`src/rtl/fifo_word_unpacker_if.sv`:
```
// -----------------------------------------------------------------------------
// fifo_word_unpacker_if
// Groups the FIFO read port and the sliced output stream of fifo_word_unpacker.
//
// Signals:
//   fifo_data   FIFO head word (show-ahead, valid while fifo_empty = 0)
//   fifo_empty  FIFO empty flag
//   fifo_read   pop strobe towards the FIFO
//   out_data    current output slice
//   out_valid   out_data is valid
//   out_ready   sink accepts the slice when out_valid is also 1
//   out_last    current slice is the final slice of its word
//   busy        a word is held by the unpacker
//   word_count  number of fully transmitted words (wrapping)
//
// Modports:
//   master  the unpacker itself
//   slave   the environment (FIFO + sink)
// -----------------------------------------------------------------------------
interface fifo_word_unpacker_if #(
    parameter int unsigned DATA_WIDTH = 32,
    parameter int unsigned OUT_WIDTH  = 8,
    parameter int unsigned CNT_WIDTH  = 16
);
    logic [DATA_WIDTH-1:0] fifo_data;
    logic                  fifo_empty;
    logic                  fifo_read;
    logic [OUT_WIDTH-1:0]  out_data;
    logic                  out_valid;
    logic                  out_ready;
    logic                  out_last;
    logic                  busy;
    logic [CNT_WIDTH-1:0]  word_count;

    modport master (
        input  fifo_data,
        input  fifo_empty,
        input  out_ready,
        output fifo_read,
        output out_data,
        output out_valid,
        output out_last,
        output busy,
        output word_count
    );

    modport slave (
        output fifo_data,
        output fifo_empty,
        output out_ready,
        input  fifo_read,
        input  out_data,
        input  out_valid,
        input  out_last,
        input  busy,
        input  word_count
    );
endinterface

```
`src/rtl/fifo_word_unpacker.sv`:
```
// -----------------------------------------------------------------------------
// fifo_word_unpacker
// Drains DATA_WIDTH-bit words from a show-ahead FIFO and emits them as
// OUT_WIDTH-bit slices on a valid/ready stream. The next word is popped on the
// same edge the last slice of the current word is accepted, so a continuously
// non-empty FIFO with a ready sink yields one slice per cycle.
//
// Parameters:
//   DATA_WIDTH  FIFO word width; must be an integer multiple of OUT_WIDTH
//   OUT_WIDTH   slice width; DATA_WIDTH / OUT_WIDTH must be >= 2
//   MSB_FIRST   0: least significant slice first, 1: most significant first
//   CNT_WIDTH   width of the completed-word counter
//
// Ports:
//   clk    clock, rising edge
//   reset  synchronous, active-high reset
//   bus    fifo_word_unpacker_if.master (FIFO read port + output stream)
// -----------------------------------------------------------------------------
module fifo_word_unpacker #(
    parameter int unsigned DATA_WIDTH = 32,
    parameter int unsigned OUT_WIDTH  = 8,
    parameter bit          MSB_FIRST  = 1'b0,
    parameter int unsigned CNT_WIDTH  = 16
) (
    input  logic                 clk,
    input  logic                 reset,
    fifo_word_unpacker_if.master bus
);
    localparam int unsigned RATIO     = DATA_WIDTH / OUT_WIDTH;
    localparam int unsigned IDX_WIDTH = (RATIO > 1) ? $clog2(RATIO) : 1;
    localparam logic [IDX_WIDTH-1:0] LAST_IDX = IDX_WIDTH'(RATIO - 1);

    typedef enum logic {
        StIdle,
        StSend
    } state_e;

    state_e                r_state;
    state_e                w_state_next;
    logic [DATA_WIDTH-1:0] r_word;
    logic [IDX_WIDTH-1:0]  r_idx;
    logic [CNT_WIDTH-1:0]  r_word_count;

    logic [OUT_WIDTH-1:0]  w_slices [RATIO];
    logic                  w_fifo_read;
    logic                  w_out_valid;
    logic                  w_out_last;
    logic                  w_accept;
    logic                  w_last_accept;

    // Slice k of the transmit order, resolved at elaboration so the runtime
    // mux is a plain index by r_idx regardless of MSB_FIRST.
    for (genvar g = 0; g < RATIO; g++) begin : g_slice
        localparam int unsigned Pos = MSB_FIRST ? (RATIO - 1 - g) : g;
        assign w_slices[g] = r_word[Pos*OUT_WIDTH +: OUT_WIDTH];
    end

    // -------------------------------------------------------------------------
    // FSM: state register
    // -------------------------------------------------------------------------
    always_ff @(posedge clk) begin
        if (reset) begin
            r_state <= StIdle;
        end else begin
            r_state <= w_state_next;
        end
    end

    // -------------------------------------------------------------------------
    // FSM: next state
    // -------------------------------------------------------------------------
    always_comb begin
        w_state_next = r_state;
        // A pop always (re)starts a word; this covers both leaving IDLE and
        // the zero-bubble reload on the last accept.
        if (w_fifo_read) begin
            w_state_next = StSend;
        end else if (w_last_accept) begin
            w_state_next = StIdle;
        end
    end

    // -------------------------------------------------------------------------
    // FSM: outputs
    // -------------------------------------------------------------------------
    always_comb begin
        w_out_valid = 1'b0;
        w_out_last  = 1'b0;
        w_fifo_read = 1'b0;
        case (r_state)
            StIdle: begin
                w_fifo_read = !bus.fifo_empty;
            end
            StSend: begin
                w_out_valid = 1'b1;
                w_out_last  = (r_idx == LAST_IDX);
                w_fifo_read = bus.out_ready && w_out_last && !bus.fifo_empty;
            end
            default: begin
                w_out_valid = 1'b0;
            end
        endcase
        // The state register only clears on the edge, so gate the outputs
        // for the whole time reset is high.
        if (reset) begin
            w_out_valid = 1'b0;
            w_out_last  = 1'b0;
            w_fifo_read = 1'b0;
        end
    end

    assign w_accept      = w_out_valid && bus.out_ready;
    assign w_last_accept = w_accept && w_out_last;

    // -------------------------------------------------------------------------
    // Datapath: holding register, slice index, completed-word counter
    // -------------------------------------------------------------------------
    always_ff @(posedge clk) begin
        if (reset) begin
            r_word       <= '0;
            r_idx        <= '0;
            r_word_count <= '0;
        end else begin
            if (w_fifo_read) begin
                r_word <= bus.fifo_data;
                r_idx  <= '0;
            end else if (w_accept && !w_out_last) begin
                r_idx <= r_idx + IDX_WIDTH'(1);
            end
            if (w_last_accept) begin
                r_word_count <= r_word_count + CNT_WIDTH'(1);
            end
        end
    end

    // -------------------------------------------------------------------------
    // Interface outputs
    // -------------------------------------------------------------------------
    assign bus.fifo_read  = w_fifo_read;
    assign bus.out_valid  = w_out_valid;
    assign bus.out_last   = w_out_last;
    assign bus.busy       = w_out_valid;
    assign bus.out_data   = w_out_valid ? w_slices[r_idx] : '0;
    assign bus.word_count = r_word_count;

endmodule

```
`src/flat_wrapper.sv`:
```
// flat-port wrapper written by rule: the top's interface ports become plain ports
module fifo_word_unpacker_flat 
#(
    parameter int unsigned DATA_WIDTH = 32,
    parameter int unsigned OUT_WIDTH  = 8,
    parameter bit          MSB_FIRST  = 1'b0,
    parameter int unsigned CNT_WIDTH  = 16
)
  (clk, reset, bus_fifo_data, bus_fifo_empty, bus_out_ready, bus_fifo_read, bus_out_data, bus_out_valid, bus_out_last, bus_busy, bus_word_count);
  fifo_word_unpacker_if #(.DATA_WIDTH(DATA_WIDTH), .OUT_WIDTH(OUT_WIDTH), .CNT_WIDTH(CNT_WIDTH)) bus_i ();
  input  logic clk;
  input  logic reset;
  input wire logic [$bits(bus_i.fifo_data)-1:0] bus_fifo_data;
  input wire logic [$bits(bus_i.fifo_empty)-1:0] bus_fifo_empty;
  input wire logic [$bits(bus_i.out_ready)-1:0] bus_out_ready;
  output wire logic [$bits(bus_i.fifo_read)-1:0] bus_fifo_read;
  output wire logic [$bits(bus_i.out_data)-1:0] bus_out_data;
  output wire logic [$bits(bus_i.out_valid)-1:0] bus_out_valid;
  output wire logic [$bits(bus_i.out_last)-1:0] bus_out_last;
  output wire logic [$bits(bus_i.busy)-1:0] bus_busy;
  output wire logic [$bits(bus_i.word_count)-1:0] bus_word_count;
  assign bus_i.fifo_data = bus_fifo_data;
  assign bus_i.fifo_empty = bus_fifo_empty;
  assign bus_i.out_ready = bus_out_ready;
  assign bus_fifo_read = bus_i.fifo_read;
  assign bus_out_data = bus_i.out_data;
  assign bus_out_valid = bus_i.out_valid;
  assign bus_out_last = bus_i.out_last;
  assign bus_busy = bus_i.busy;
  assign bus_word_count = bus_i.word_count;
  fifo_word_unpacker #(.DATA_WIDTH(DATA_WIDTH), .OUT_WIDTH(OUT_WIDTH), .MSB_FIRST(MSB_FIRST), .CNT_WIDTH(CNT_WIDTH)) u_core (.clk(clk), .reset(reset), .bus(bus_i));
endmodule
```
`config.mk`:
```
export PLATFORM = sky130hd
export DESIGN_NAME = fifo_word_unpacker_flat
export DESIGN_NICKNAME = d
export VERILOG_FILES = /design/src/rtl/fifo_word_unpacker_if.sv /design/src/rtl/fifo_word_unpacker.sv /design/src/flat_wrapper.sv
export SDC_FILE = /design/constraint.sdc
export NUM_CORES = 1
export LEC_CHECK = 0
export ABC_AREA = 1
export BUFFER_PORTS_ARGS = -buffer_cell sky130_fd_sc_hd__buf_2
export CAP_MARGIN = 20
export CORE_UTILIZATION = 55
export DETAILED_ROUTE_END_ITERATION = 6
export HOLD_SLACK_MARGIN = 0.15
export PLACE_DENSITY = 0.94
export SLEW_MARGIN = 20
export SYNTH_ARGS = -nofsm -noshare
export SYNTH_HDL_FRONTEND = slang
export SYNTH_SLANG_ARGS = --single-unit
```
`constraint.sdc`:
```
create_clock -name clk -period 3.1 [get_ports clk]
set_input_delay 0.62 -clock clk [delete_from_list [all_inputs] [get_ports clk]]
set_output_delay 0.62 -clock clk [all_outputs]
set_load 0.1 [all_outputs]
```
==> results.json <==
{
  "yosysTopAreaCell": "dfxtp_1",
  "cp-start-kind": "flip-flop",
  "clk_pin_slew_worst_paths_ns": 0.09,
  "multi_input_area_um2": 1110,
  "dr.pass1.iters": 4,
  "relSlewSlack_pct": 64.3,
  "power.density_nw_per_um2": 490,
  "layout_min_cycle_time_ns": 2.89,
  "p_leak_nw": 1.28,
  "worstSetupStartpoint": "u_core.r_idx[0]",
  "grt_pass1_vias": 2083,
  "worstPathRequired_ns": 2.48,
  "grt_antenna_before_repair": 0,
  "groute.usage.overall_pct": 27.5,
  "cts_hold_buf": 0,
  "die_y_um": 68.2,
  "synth_warnings": 0,
  "r2r_setup_slack_ns": 1.10,
  "fillers": 332,
  "wirelength_um": 5930,
  "async_flop_share_pct": 0,
  "utilization_pct": 68.4,
  "vias_per_cell": 5.37,
  "layout-drive-gt1-share_pct": 22.9,
  "fp.dieArea_um2": 4650,
  "core_um2": 4120,
  "netlist_instances": 332,
  "wire_per_inst_um": 13.5,
  "grt_overflow_total": 0,
  "cp_max_fo": 19,
  "diodes": 0,
  "synthToLayoutAreaGrowth_pct": 16.8,
  "initial_core_util_pct": 58.6,
  "crit_arrival_ns": 2.27,
  "remaining_drc_errors": 0,
  "crit_type": "reg2out",
  "pin_count": 64,
  "slowest_stage": "dfxtp_1",
  "worst_path_most_repeated_cell": "a21oi_1",
  "ant_nets": 0,
  "cts_tree": "yes",
  "ir_drop_mv": 0.227,
  "syn_area_um2": 2410,
  "hp-class": "reg2reg",
  "timing.fmax_mhz": 346,
  "route.vias.total": 2353,
  "grt_max_degree": 33,
  "status": "complete, no violations",
  "netlist-cell-type-count": 30,
  "synth_edf_count": 0,
  "synth.net_count": 370,
  "worst_path_largest_cell_delay_ns": 0.67,
  "cts_resized": 0,
  "numClockSinks": 51,
  "path_cells": "inv_1, a21oi_1, o21ai_0, a21oi_1, buf_2",
  "cap_violations": 0,
  "yosysTopAreaCellShare_pct": 42.3,
  "io_buffers": 63,
  "fin_skew_ns": 0.00487,
  "finalSetupViolCount": 0,
  "syn_avg_cell_area_um2": 7.27,
  "drtIter0Drc": 290,
  "final-seq-area_um2": 1020,
  "finalSetupTns_ns": 0,
  "rsz0062_at_grt": "no",
  "synth_seq_area_share_pct": 42.3,
  "root_buffer": "clkbuf_8",
  "dp_hpwl_um": 4270,
  "numCtsBuffers": 5,
  "endpoint_kind": "output port",
  "clockBufferDepth": 2,
  "min-delay-start": "u_core.r_word[26]",
  "ys_ff_latch": 51,
  "grt_pass1_wl_um": 9380,
  "tightestPinTransition_ns": 0.534,
  "row_count": 23,
  "synth_area_leaders": "dfxtp_1 42%, nand2_1 13%, o21ai_0 7.9%",
  "nets": 425,
  "htreeDepth": 2,
  "maxSlewViolCount": 0,
  "clk_latency_ns": 0.30,
  "r2r-start": "u_core.r_idx[0]",
  "fp.dieW_um": 68.2,
  "ys.flop_type": "dfxtp_1",
  "hold_violations": 0,
  "period_share_pct": 93.1,
  "cts_setup_buffers": 0,
  "gp_congestion": 0.878
}
-- state kept, by name (all words and copies together), names as in the netlist --
register,flops
u_core.r_idx,2
u_core.r_word,32
u_core.bus.word_count,16
u_core.r_state,1
-- synthesized netlist by cell type (3+ instances only) --
master	instances
nand2_1	81
dfxtp_1	51
inv_1	38
o21ai_0	38
a21oi_1	30
nand3_1	25
nor2_1	22
buf_2	7
buf_4	4
buf_6	4
nor2_4	4
nand2_4	3
nand4_1	3
-- worst max-delay path: cells and delay by family, from the launching register on --
family | cells | cell delay [ns]
AO/OA/AOI/OAI | 3 | 0.50
buffers and inverters | 2 | 0.80
flip-flops | 1 | 0.67
-- placed cells by master (no fill, tap or decap), types with 3 or more instances in the layout --
master    netlist  routed
nand2_1        81      81
nand2_4         3       3
dfxtp_1        51      51
nand3_1        25      25
inv_1          38      38
buf_2           7      63
nor2_1         22      22
nand4_1         3       3
a21oi_1        30      30
clkbuf_8        0       5
nor2_4          4       4
o21ai_0        38      38
-- report_power, final --
group	internal, W	leakage, nW	total, W	switching, W
sequential	0.000682	0.416	0.000699	0.0000168
combinational	0.0000408	0.801	0.000139	0.0000985
clock	0.000323	0.0654	0.000541	0.000218
-- final cells by class --
cell class | instances | share of cell area [%]
multi-input cells | 223 | 39.6
flip-flops and latches | 51 | 36.3
repair buffers | 64 | 11.5
inverters | 42 | 5.78
clock buffers | 6 | 2.58
well taps | 50 | 2.22
clock inverters | 2 | 2.13
-- metal layers --
metal	vias up	track usage (%)	wire length, µm
met4	0	14.1	152
met5	-	0	0
met1	1072	33.6	2630
met2	93	44.7	2770
met3	17	6.67	379
li1	1171	-	-
-- through the flow --
stage	std cells	hold slack, ns	instance area (µm²)	total power, W	setup WS (ns)
after floorplan	332	0.444	2410	0.000811	0.0200
after global placement	430	0.460	2680	0.000846	0.700
after detailed placement	430	0.467	2680	0.000851	0.591
after CTS	438	0.482	2820	0.00138	0.260
after global routing	438	0.489	2820	0.00142	0.0170
final	438	0.480	2820	0.00138	0.213
-- path summary, 6_finish.rpt --
check             cells past startpoint           endpoint
setup / recovery                      5    bus_out_data[4]
hold / removal                        2  u_core.r_word[26]
setup reg to reg                      8  u_core.r_word[17]
hold reg to reg                       2  u_core.r_word[26]
-- logic make-up (layout without fill, tap and decap cells) --
logic type / after synthesis / count (layout) / synth area share (%)
simple gates: 146 / 146 / 28.8
compound gates: 72 / 72 / 15.3
buf+inv: 58 / 114 / 11.5
flops: 51 / 51 / 42.3
xor+xnor: 3 / 3 / 1.09
fa+ha+maj: 2 / 2 / 1.04
Note: power is estimated with default switching activity, not from simulation.
